==> src/rtl/uart_pkg.sv <==
// uart_pkg: shared UART widths and buffer sizes used by receiver, transmitter and FIFOs
package uart_pkg;
  localparam int UART_DATA_W = 8;
  localparam int UART_RX_FIFO_DEPTH = 8;
endpackage

==> src/rtl/bit_sync2.sv <==
// bit_sync2: two-flop synchronizer for a single-bit level, async reset to 0
module bit_sync2 (
  input  logic budclk,
  input  logic reset,
  input  logic d,
  output logic q
);
  logic s1;
  always_ff @(posedge budclk or posedge reset)
    if (reset) {q, s1} <= 2'b00;
    else {q, s1} <= {s1, d};
endmodule

==> src/rtl/uart_rx_fifo.sv <==
// uart_rx_fifo: UART receive FIFO with edge-triggered push, synchronized CPU pop and sticky overrun
module uart_rx_fifo
  import uart_pkg::*;
#(
  parameter int DEPTH = UART_RX_FIFO_DEPTH,
  parameter int WIDTH = UART_DATA_W
) (
  input  logic                     budclk,
  input  logic                     reset,
  input  logic                     rx_done,
  input  logic [WIDTH-1:0]         rx_data,
  input  logic                     rd_req,
  input  logic                     ovr_clr,
  output logic [WIDTH-1:0]         rd_data,
  output logic                     empty,
  output logic                     full,
  output logic [$clog2(DEPTH):0]   count,
  output logic                     overrun,
  output logic                     irq
);
  localparam int AW = $clog2(DEPTH);
  localparam logic [AW:0] FULL_CNT = (AW+1)'(DEPTH);
  logic [WIDTH-1:0] mem [DEPTH];
  logic [AW-1:0] wr_ptr, rd_ptr;
  logic rx_done_q, rd_sync, rd_q, push, pop, do_push, do_pop, ovr_event;
  bit_sync2 u_rd_sync (.budclk(budclk), .reset(reset), .d(rd_req), .q(rd_sync));
  assign empty = count == '0;
  assign full = count == FULL_CNT;
  assign irq = ~empty;
  assign rd_data = empty ? '0 : mem[rd_ptr];
  // a pop frees the slot a full-FIFO push needs, so overrun only fires without one
  always_comb begin
    push = rx_done & ~rx_done_q;
    pop = rd_sync & ~rd_q;
    do_pop = pop & ~empty;
    do_push = push & (~full | do_pop);
    ovr_event = push & full & ~pop;
  end
  always_ff @(posedge budclk or posedge reset)
    if (reset) begin
      rx_done_q <= 1'b1;
      rd_q <= 1'b0;
      wr_ptr <= '0;
      rd_ptr <= '0;
      count <= '0;
      overrun <= 1'b0;
    end else begin
      rx_done_q <= rx_done;
      rd_q <= rd_sync;
      if (do_push) wr_ptr <= wr_ptr + AW'(1);
      if (do_pop) rd_ptr <= rd_ptr + AW'(1);
      count <= count + (AW+1)'(do_push) - (AW+1)'(do_pop);
      overrun <= ovr_event | (overrun & ~ovr_clr);
    end
  always_ff @(posedge budclk)
    if (do_push) mem[wr_ptr] <= rx_data;
endmodule

==> config.mk <==
export PLATFORM = sky130hd
export DESIGN_NAME = uart_rx_fifo
export DESIGN_NICKNAME = d
export VERILOG_FILES = /design/src/rtl/uart_pkg.sv /design/src/rtl/bit_sync2.sv /design/src/rtl/uart_rx_fifo.sv
export SDC_FILE = /design/constraint.sdc
export NUM_CORES = 1
export LEC_CHECK = 0
export ABC_AREA = 1
export BUFFER_PORTS_ARGS = -buffer_cell sky130_fd_sc_hd__clkbuf_2
export CAP_MARGIN = 20
export CELL_PAD_IN_SITES_DETAIL_PLACEMENT = 1
export CELL_PAD_IN_SITES_GLOBAL_PLACEMENT = 2
export CORE_MARGIN = 2
export CORE_UTILIZATION = 38
export CTS_CLUSTER_SIZE = 14
export DETAILED_ROUTE_END_ITERATION = 10
export PLACE_DENSITY_LB_ADDON = 0.1
export SYNTH_ARGS = -nofsm -noshare
export SYNTH_HDL_FRONTEND = slang
export SYNTH_SLANG_ARGS = --single-unit
export TNS_END_PERCENT = 50
==> constraint.sdc <==
create_clock -name budclk -period 2.68 [get_ports budclk]
set_clock_uncertainty 0.1 [all_clocks]
set_input_delay 0.268 -clock budclk [delete_from_list [all_inputs] [get_ports budclk]]
set_output_delay 0.268 -clock budclk [all_outputs]
set_load 0.02 [all_outputs]
Yosys cells after proc, flatten, opt, wreduce, memory -nomap -nowiden
Memories as Yosys holds them, arrays and structs flattened.
Cells that the tools add are included.

word-level totals
  flip-flop bits (word level) = 15
  RAM bits = 64
  input bits = 13
  output and inout port bits = 16
  word-level logic and storage cells = 33
  memories = 1

operators by class
  $add $sub $neg = 4
  eq/ne operators = 1
  multiplexer cells = 3
  bitwise gates (word level) = 15
  reductions and logical operators = 1

memories
  memory  words  width  rd ports  clocked after memory_dff  wr ports  RTL line            text
  mem     8      8      1         0                         1         uart_rx_fifo.sv:23  logic [WIDTH-1:0] mem [DEPTH];

operators by type and width
  cell                                                            number
  8-bit 2-to-1 mux                                                1
  1-bit bitwise AND                                               7
  3-bit by 1-bit adder with 3-bit output (second input constant)  2
  1-bit inverter                                                  6
  4-bit by 1-bit adder with 4-bit output                          1
  4-bit equality test (second input constant)                     1
  4-bit logical NOT                                               1
  4-bit by 1-bit subtractor with 4-bit output                     1
  1-bit 2-to-1 mux                                                2
  1-bit bitwise OR                                                2

Depth between registers and ports, before layout
Gate-level depths: netlist (run 1).

  depth after elaboration = 7
  gate-level depth with buffers = 11
  depth with buffers taken out = 11

Cells and area by module
From an unflattened synthesis (run 1), not the netlist that was laid out.

unflattened totals
  cell total of the unflattened synthesis = 368
  area total of the unflattened synthesis = 3654.8 µm²

by module, submodules not included
  module        times used  cells each  area an instance (µm²)  sequential area each (µm²)
  uart_rx_fifo  1           365         3601.0                  2248.4
  bit_sync2     1           3           53.8                    50.0

Worst setup path before layout (run 1)
OpenSTA, ideal clock, no wires.

  path kind = flip-flop to flip-flop
  start = register count[2]
  end = register count[1]
  library setup time = 0.064 ns
  data arrival time = 1.983 ns
  data required time = 2.516 ns
  path slack = 0.533 ns
  cell stages (with the launch flop) = 11
  buffers on the path = 0
  clock period less this slack = 2.147 ns
  cell sequence = dfrtp_1 -> inv_1 -> ha_1 -> nor3b_4 -> nand2_4 -> nand3_1 -> nand2_1 -> ha_1 -> inv_1 -> fa_1 -> inv_1

RTL lines
  item                                         RTL line            text
  start: declaration                           uart_rx_fifo.sv:17  output logic [$clog2(DEPTH):0] count,
  start signal: assignment                     uart_rx_fifo.sv:52  count <= count + (AW+1)'(do_push) - (AW+1)'(do_pop);
  4-bit equality test                          uart_rx_fifo.sv:28  assign full = count == FULL_CNT;
  net full                                     uart_rx_fifo.sv:16  output logic full,
  1-bit inverter                               uart_rx_fifo.sv:36  do_push = push & (~full | do_pop);
  1-bit bitwise OR                             uart_rx_fifo.sv:36
  1-bit bitwise AND                            uart_rx_fifo.sv:36
  4-bit by 1-bit adder with 4-bit output       uart_rx_fifo.sv:52
  4-bit by 1-bit subtractor with 4-bit output  uart_rx_fifo.sv:52

The timed path passes the listed nets, and every way through them passes these cells.
A chain may end at the register's enable or synchronous reset.

Final worst setup path (run 1)
  start = register rd_ptr[1]
  end = output port rd_data[6]

on the way
  longest elaborated chain between the ends = 2

RTL lines
  item                      RTL line            text
  start: declaration        uart_rx_fifo.sv:24  logic [AW-1:0] wr_ptr, rd_ptr;
  start signal: assignment  uart_rx_fifo.sv:51  if (do_pop) rd_ptr <= rd_ptr + AW'(1);
  memory read 8 x 8 bit     n/a
  8-bit 2-to-1 mux          uart_rx_fifo.sv:30  assign rd_data = empty ? '0 : mem[rd_ptr];
  end: declaration          uart_rx_fifo.sv:14  output logic [WIDTH-1:0] rd_data,

No other way between the ends.

==> results by group, run 1 <==
Critical path
  – R2R Setup Slk: 640 ps
  – Critical path arrival: 1920 ps
  – RR Endpoint: count[2]
  – Critical path class: reg2out
  – FF-to-FF path depth: 11
  – Crit end category: primary output
  – R2r startpoint: count[2]
  – Critical Path Start: rd_ptr[1]
  – Crit path required time: 2310 ps
  – CP Capture Point: rd_data[6]
  – Startpoint class of the critical path: register
  – Worst Path Max Fanout: 17

CTS
  – Hold_buf cts: 4
  – CTS tree: done
  – CTS Buf Count: 9
  – Clock root buffer: clkbuf_8
  – Worst-case clock buffer depth: 2
  – Post-CTS setup repair buffer count: 0
  – Worst skew pair latency: 350 ps
  – CTS sink count: 79
  – Number of H-tree levels: 3
  – Post-cts gate resize count: 0
  – Clk slew on worst S/H paths: 90 ps

Global routing
  – GRT overflow: 0
  – Vias in the first global route: 2607
  – Initial antenna violation count: 0
  – Largest net degree at the start of global routing: 34
  – Overall Global Routing Usage: 0.185
  – Global-route wire length before repair: 13900 µm

Timing
  – RSZ-0062 raised after global routing: no
  – Worst relative slew slack: 0.510
  – Slew Limit Fails: 0
  – Final setup TNS: 0 ps
  – Final setup violation count: 0
  – Slew at the pin closest to its max-slew limit: 735 ps
  – Endpoints failing hold: 0
  – Crit share post-route: 0.854
  – Max frequency: 437 MHz
  – Min cycle time layout: 2290 ps

Synthesis
  – Main synth FF type: edfxtp_1
  – Commonest cells in the netlist: nand2_1 (94), inv_1 (78), edfxtp_1 (64), nand3_1 (48), nor2_1 (27)
  – #FFs+latches synth: 79
  – Largest area contributor in the netlist: edfxtp_1
  – Ys Warns: 0
  – Mapped Cells: 367
  – Top post-synthesis cells by area: edfxtp_1 (53%), nand2_1 (9.7%), dfrtp_1 (9.6%), inv_1 (8.0%), nand3_1 (6.6%)
  – Post-synthesis average cell area: 9.95 µm²
  – Count leader, synth: nand2_1
  – Library cells used by synthesis: 23
  – Post-synth top area share: 0.526
  – EDFF count, synth: 64
  – Ys async rst share: 0.190
  – Post-Syn Area: 3650 µm²
  – Sequential area share after synthesis: 0.630
  – Syn Nets: 388

Run status
  – Status: finished clean

Drt
  – Vias: 2500
  – Residual DRC: 0
  – WL/cell: 15.8 µm
  – Top sig layer: met4
  – Post-route met1 wirelength: 3950 µm
  – Met3 WL: 155 µm
  – Vias per cell: 4.61
  – Routed met2 length: 4280 µm
  – Detailed-route wire length: 8580 µm
  – Drt pass-1 iters: 4
  – Post-route ant nets: 0
  – DR iter-0 viols: 95

Placement
  – Area of placed instances: 3940 µm²
  – Port-buffer cells: 28
  – GP Congestion: 0.767
  – Post-DP HPWL: 5630 µm

Finish
  – Share of cells above drive strength 1: 0.165
  – FILL cells: 1088
  – Fin nets: 429
  – P&R area growth vs syn: 15.0%
  – Reg area: 2300 µm²
  – Cell area after layout: 4200 µm²
  – Antenna cell count: 0
  – Multi-input gate area: 950 µm²

Power
  – Total power divided by cell area: 1010 nW/µm²
  – VDD IR-drop max: 0.000386 V
  – Leak pwr: 1.97 nW

Floorplan
  – DIE WIDTH: 102 µm
  – Initial Util: 0.393
  – IO Count: 29
  – Core area: 9280 µm²
  – Die Y: 102 µm
  – Die area: 10400 µm²
  – Num rows: 35

Flow run
  – Max Cap Viol: 0

Hold path
  – Hold Path Class: in2reg
## state kept, by name, summed over array words and instances (netlist names)
signal and cells:
rd_ptr 3, overrun 1, u_rd_sync.s1 1, count 4, rd_q 1, wr_ptr 3, rx_done_q 1, mem 64
u_rd_sync.q 1
## critical path, stage by stage (launching register included)
cell and delay [ps]:
dfrtp_1 560, inv_2 390, nand3_1 130, nand3_1 90, nand2_1 70, nor2_1 130
clkbuf_2 200
## routing by layer
metal	vias to the layer above	GRT usage
met3	12	0.0294
met4	0	0.0779
met2	28	0.306
li1	1220	-
met5	-	0
met1	1240	0.243
## metrics by stage
step	setup slack [ps]	power, mW	utilization	cells	hold WS (ps)
final	391	4.26	0.452	542	119
after global routing	210	4.59	0.452	542	112
after CTS	341	4.33	0.452	542	98.3
after detailed placement	651	3.33	0.424	522	238
after global placement	697	3.31	0.424	522	234
after floorplan	533	2.86	-	367	68.8
## how the worst min path moves through the flow
stage                      start           to  slack [ps]  cells past startpoint
finish                rx_data[3]    mem[4][3]         120                      1
global route          rx_data[6]    mem[2][6]         110                      1
floorplan                  reset     count[0]          70                      1
detailed placement  u_rd_sync.s1  u_rd_sync.q         240                      0
CTS                   rx_data[6]    mem[2][6]         100                      1
global placement    u_rd_sync.s1  u_rd_sync.q         230                      0
## where the power goes
group / total, mW / internal [mW] / switching (mW)
logic: 1.60 / 0.552 / 1.05
clock network: 0.987 / 0.526 / 0.461
registers: 1.67 / 1.47 / 0.192
## kinds of logic after synthesis
kind of cell	after synthesis	share of synthesized area
simple gates	178	0.214
fa+ha+maj	8	0.0295
flops	79	0.630
xor+xnor	5	0.0120
compound gates	3	0.00446
buf+inv	94	0.110
## cell usage in the layout (no fill, tap or decap)
master and instances:
nand2_4 3, a21oi_1 2, clkbuf_8 9, clkbuf_2 28
fa_1 1, inv_1 78, clkinvlp_4 3, nor2_2 3
nor2_1 27, ha_1 7, edfxtp_1 64, inv_6 1
inv_2 2, bufinv_16 2, dfrtp_1 14, nand3_1 48
nand2_2 1, dlygate4sd3_1 4, clkinv_2 1, nand3_2 1
xnor2_1 3, xor2_1 2, o22ai_1 1, dfstp_2 1
nor3b_4 1, buf_4 12, nand2_1 94
## final cells by class
class	count	share of cell area
inverters	80	0.0715
repair buffers	44	0.0643
clock inverters	7	0.0229
flip-flops and latches	79	0.547
clock buffers	9	0.0295
well taps	129	0.0384
multi-input cells	194	0.226
No activity file was read; power rests on OpenSTA's default activity.
==> run 2, diff against run 1 <==
Settings changed: SYNTH_HIERARCHICAL from default to 1.
==> run 2 against run 1 <==
Synthesized area grew 0.10%; synthesized cell count grew 0.27%; global-route usage shrank 0.89 points; total power shrank 2.9%; critical path depth grew 5; wire length shrank 2.0%; maximum frequency grew 0.74%; worst setup slack gained 17 ps; largest power group unchanged.
==> results by group, run 2 <==
Run status
  – Status: finished clean

Placement
  – Area of placed instances: 3940 µm²
  – Port-buffer cells: 28
  – Dpl ws: 382 ps
  – Post-DP HPWL: 5570 µm
  – GP Congestion: 0.761
  – Placed cells: 523

Critical path
  – R2r startpoint: count[2]
  – Crit end category: register
  – Critical Path Start: count[2]
  – Startpoint class of the critical path: register
  – Slowest cell on the critical path: fa_1
  – Critical path class: reg2reg
  – R2R Setup Slk: 410 ps
  – CP Cell Sequence: inv_1 -> ha_1 -> nand2_2 -> nand2_4 -> nor2_2 -> inv_1 -> nand2_1 -> ha_1 -> inv_1 -> fa_1 -> xnor2_1
  – Crit path required time: 2820 ps
  – Worst Path Max Fanout: 12
  – FF-to-FF path depth: 11
  – Critical Path Most Common Cell: inv_1
  – Critical path arrival: 2410 ps
  – RR Endpoint: count[2]
  – Crit-path max cell delay: 380 ps

CTS
  – Worst skew pair latency: 340 ps
  – Worst-case clock buffer depth: 2
  – CTS sink count: 79
  – Clock root buffer: clkbuf_8
  – Hold_buf cts: 4
  – Post-CTS setup repair buffer count: 0
  – Number of H-tree levels: 3
  – CTS Buf Count: 9
  – Post-cts gate resize count: 0
  – Clk slew on worst S/H paths: 80 ps
  – CTS tree: done

Synthesis
  – Sequential area share after synthesis: 0.629
  – Library cells used by synthesis: 23
  – EDFF count, synth: 64
  – Syn Nets: 389
  – Commonest cells in the netlist: nand2_1 (94), inv_1 (79), edfxtp_1 (64), nand3_1 (48), nor2_1 (27)
  – Mapped Cells: 368
  – Main synth FF type: edfxtp_1
  – Post-Syn Area: 3650 µm²
  – Ys async rst share: 0.190
  – Post-synth top area share: 0.526
  – Largest area contributor in the netlist: edfxtp_1
  – #FFs+latches synth: 79
  – Count leader, synth: nand2_1
  – Ys Warns: 6
  – Top post-synthesis cells by area: edfxtp_1 (53%), nand2_1 (9.7%), dfrtp_1 (9.6%), inv_1 (8.1%), nand3_1 (6.6%)
  – Post-synthesis average cell area: 9.93 µm²

Timing
  – Max frequency: 440 MHz
  – Crit share post-route: 0.848
  – Worst relative slew slack: 0.471
  – Final Worst Setup Slack: 408 ps
  – Endpoints failing hold: 0
  – Slew at the pin closest to its max-slew limit: 793 ps
  – Min cycle time layout: 2270 ps
  – Final setup violation count: 0
  – Worst Hold Slack: 101 ps
  – Slew Limit Fails: 0
  – Final setup TNS: 0 ps
  – RSZ-0062 raised after global routing: no

Finish
  – Share of cells above drive strength 1: 0.162
  – Non-filler instance count after layout: 543
  – Cell area after layout: 4170 µm²
  – Multi-input gate area: 950 µm²
  – Commonest non-fill, non-tap cell in the layout: nand2_1
  – Reg area: 2300 µm²
  – Fin nets: 430
  – P&R area growth vs syn: 14.2%
  – Finished Core Util: 0.449
  – Largest register FFs: 64
  – Largest Register: mem
  – Biggest regs: mem: 64 flops, count: 4 flops
  – Most frequent cells in the layout: nand2_1 (94), inv_1 (79), edfxtp_1 (64)
  – Antenna cell count: 0
  – FILL cells: 1081

Global routing
  – GRT overflow: 0
  – Global-route wire length before repair: 13500 µm
  – Overall Global Routing Usage: 0.176
  – Vias in the first global route: 2548
  – Initial antenna violation count: 0
  – Largest net degree at the start of global routing: 34

Hold path
  – End of the worst hold path: mem[1][0]
  – WHS Path Cells: 1
  – Hold Path Class: in2reg
  – Hold Path Origin: rx_data[0]

Power
  – Clock power share: 0.208
  – Sw Pwr: 1.68 mW
  – Power share of the sequential group: 0.397
  – VDD IR-drop max: 0.000342 V
  – Cell Int Power: 2.45 mW
  – Total power: 4.13 mW
  – Sw Ratio: 0.408
  – Leak pwr: 1.97 nW
  – Comb power frac: 0.396
  – Total power divided by cell area: 991 nW/µm²

Drt
  – WL/cell: 15.5 µm
  – Vias: 2461
  – Vias per cell: 4.53
  – Drt pass-1 iters: 4
  – Residual DRC: 0
  – Post-route ant nets: 0
  – DR iter-0 viols: 81
  – Detailed-route wire length: 8410 µm

Floorplan
  – Die area: 10400 µm²
  – Die Y: 102 µm
  – Num rows: 35
  – IO Count: 29
  – DIE WIDTH: 102 µm
  – Core area: 9280 µm²
  – Initial Util: 0.394

Flow run
  – Max Cap Viol: 0
## run 2: cell count changes after synthesis
cell / previous run / this run
inv_1: 78 / 79
## run 2: cells by family (layout without fill, tap and decap cells)
family,count (synthesis),in the layout,share of synthesized area
buffers and inverters,95,141,0.111
AO/OA/AOI/OAI,3,3,0.00445
AND/OR/NAND/NOR,178,178,0.214
adder cells (fa/ha/maj),8,8,0.0294
XOR/XNOR,5,5,0.0120
flip-flops,79,79,0.629
## run 2: worst max-delay path by stage
stage,to,depth (start not counted)
3_5_place_dp,count[2],11
3_3_place_gp,count[2],11
5_1_grt,count[2],10
4_1_cts,count[2],11
2_1_floorplan,count[1],10
6_report,count[2],11
## run 2: critical path: cells and delay by family (launching register included)
kind | cells | cell delay (ps)
xor gates and xnor gates | 1 | 140
adders and majority gates | 3 | 730
buffers and inverters | 3 | 200
DFF | 1 | 350
and+or+nand+nor | 4 | 640
## run 2: final cells by class
type	instances	share of cell area
clock inverter	6	0.0147
timing repair buffer	44	0.0648
inverter	81	0.0729
multi-input combinational	194	0.228
clock buffer	10	0.0306
sequential	79	0.551
tap	129	0.0387
## run 2: layer usage
| metal | track usage | part of all wire | vias to the layer above |
|---|---|---|---|
| li1 | - | - | 1225 |
| met1 | 0.241 | 0.47 | 1196 |
| met2 | 0.285 | 0.49 | 32 |
| met3 | 0.0294 | 0.026 | 8 |
| met4 | 0.0605 | 0.013 | 0 |
| met5 | 0 | 0 | - |
## run 2: power groups by stage
stage | Sequential [mW] | Clock (mW) | Combinational (mW)
floorplan | 1.62 | 0 | 1.24
global placement | 1.66 | 0 | 1.65
detailed placement | 1.67 | 0 | 1.67
CTS | 1.64 | 0.881 | 1.68
global route | 1.66 | 0.931 | 1.85
finish | 1.64 | 0.858 | 1.64
==> run 3, diff against run 2 <==
Settings changed: CORE_UTILIZATION 38 to 35.
Clock period 2.68 ns to 1.87 ns, I/O delays scaled along.
==> run 3 against run 2 <==
The flow now finishes with violations (setup timing); combinational power up 95%; non-clock buffer count is 21 higher; hold slack lost 78 ps; critical path type unchanged; largest power group is now combinational cells.
==> results by group, run 3 (same netlist as run 2, synthesis figures left out) <==
Run status
  – Status: finished with violations
  – Failing checks: setup timing

CTS
  – CTS sink count: 79
  – Number of H-tree levels: 3
  – Worst skew pair latency: 350 ps
  – Clk slew on worst S/H paths: 80 ps
  – Clock root buffer: clkbuf_8
  – CTS Buf Count: 9
  – Worst-case clock buffer depth: 2
  – CTS tree: done

Timing
  – RSZ-0062 raised after global routing: yes
  – Final setup violation count: 4
  – Worst relative slew slack: 0.620
  – Final Worst Setup Slack: -58.9 ps
  – Max frequency: 518 MHz
  – Endpoints failing hold: 0
  – Slew at the pin closest to its max-slew limit: 569 ps
  – Slew Limit Fails: 0
  – Min cycle time layout: 1930 ps
  – Crit share post-route: 1.03

Drt
  – Residual DRC: 0
  – DR iter-0 viols: 74
  – Detailed-route wire length: 8560 µm
  – Vias: 2524
  – Post-route ant nets: 0
  – WL/cell: 15.0 µm
  – Vias per cell: 4.43
  – Drt pass-1 iters: 4

Power
  – VDD IR-drop max: 0.000507 V
  – Total power divided by cell area: 1450 nW/µm²
  – Total power: 6.71 mW
  – Leak pwr: 2.13 nW

Critical path
  – R2r startpoint: count[3]
  – Critical path class: reg2reg
  – Critical Path Start: count[3]
  – CP Capture Point: count[1]
  – FF-to-FF path depth: 11
  – Startpoint class of the critical path: register
  – RR Endpoint: count[1]
  – Crit end category: register
  – Worst Path Max Fanout: 4
  – Critical path arrival: 2090 ps
  – R2R Setup Slk: -60 ps
  – Crit path required time: 2030 ps

Global routing
  – Overall Global Routing Usage: 0.164
  – Global-route wire length before repair: 13800 µm
  – GRT overflow: 0
  – Vias in the first global route: 2618
  – GR Util met2: 0.278
  – Initial antenna violation count: 0
  – GR Layer Usage met1: 0.208
  – Largest net degree at the start of global routing: 26
  – Met3 Use GR: 0.0349
  – GRT busiest layer: met2

Finish
  – Most frequent cells in the layout: nand2_1 (89), inv_1 (74), edfxtp_1 (64)
  – Fin nets: 451
  – Antenna cell count: 0
  – Biggest regs: mem: 64 flops, count: 4 flops
  – Commonest non-fill, non-tap cell in the layout: nand2_1
  – Largest register FFs: 64
  – P&R area growth vs syn: 26.6%
  – Largest Register: mem
  – Finished Core Util: 0.452
  – Share of cells above drive strength 1: 0.270

Floorplan
  – Core area: 10200 µm²
  – IO Count: 29
  – Die Y: 106 µm
  – Num rows: 37
  – Initial Util: 0.357
  – Die area: 11300 µm²
  – DIE WIDTH: 106 µm

Hold path
  – Hold Path Class: in2reg

Flow run
  – Max Cap Viol: 0

Placement
  – GP Congestion: 0.757
  – Post-DP HPWL: 5450 µm
  – Port-buffer cells: 28
==> run 3: changes by cell type in the layout (fill, tap and decap cells not counted), sizes merged <==
cell / change
clkbuf: -5
clkinv: -2
buf: +27
==> run 3: where the power goes <==
group          internal [mW]  switching [mW]  total (mW)  leakage, nW
clock network          0.606           0.610        1.22       0.0892
registers               2.12           0.179        2.30        0.753
logic                   1.37            1.83        3.19         1.29
total                   4.09            2.62        6.71         2.13
==> run 3: layer usage <==
metal	up-vias	share of wire
met5	-	0
met4	0	0.016
met3	11	0.024
met2	22	0.50
met1	1228	0.46
li1	1263	-
==> run 3: repair_timing <==
item	CTS	global route
setup endpoints to repair	14	68
endpoints found under the hold margin	17	0
pin swaps	8	9
cloned	0	1
setup buffers	2	2
hold buffers	4	0
resized for setup	32	33
==> run 3: cell type report <==
type,instances,area (µm²)
fill,1155,5610
sequential,79,2300
multi-input combinational,194,1090
timing repair buffer,65,573
inverter,81,312
tap,136,170
clock buffer,11,131
clock inverter,4,47.5
==> run 3: worst min path at each step <==
stage	from	end	slack (ps)	cells past startpoint
2_1_floorplan	reset	u_rd_sync/q	-170	1
3_3_place_gp	reset	u_rd_sync/s1	-70	2
3_5_place_dp	reset	u_rd_sync/q	-60	2
4_1_cts	rx_data[2]	mem[5][2]	20	1
5_1_grt	rx_data[2]	mem[4][2]	30	1
6_report	rx_data[2]	mem[5][2]	20	1
==> run 3: critical path, stage by stage, from the launching register on <==
cell and delay, ps:
dfrtp_2 400, inv_2 50, ha_4 160, nand2_4 80, nand2_4 80, nand2_4 90, nand3_2 60, nand2_2 100
ha_4 130, inv_2 30, fa_2 520, inv_2 30
==> run 3: through the flow <==
stage | worst slack (ps) | hold slack, ps | area (µm²) | cells | setup TNS (ps)
2_1_floorplan | -215 | -172 | 3670 | 368 | -1000
3_3_place_gp | -37.2 | -68.5 | 4130 | 546 | -67.1
3_5_place_dp | -93.3 | -64.0 | 4130 | 546 | -179
4_1_cts | -65.5 | 20.0 | 4480 | 567 | -302
5_1_grt | -148 | 28.9 | 4630 | 570 | -1830
6_report | -58.9 | 22.4 | 4630 | 570 | -123
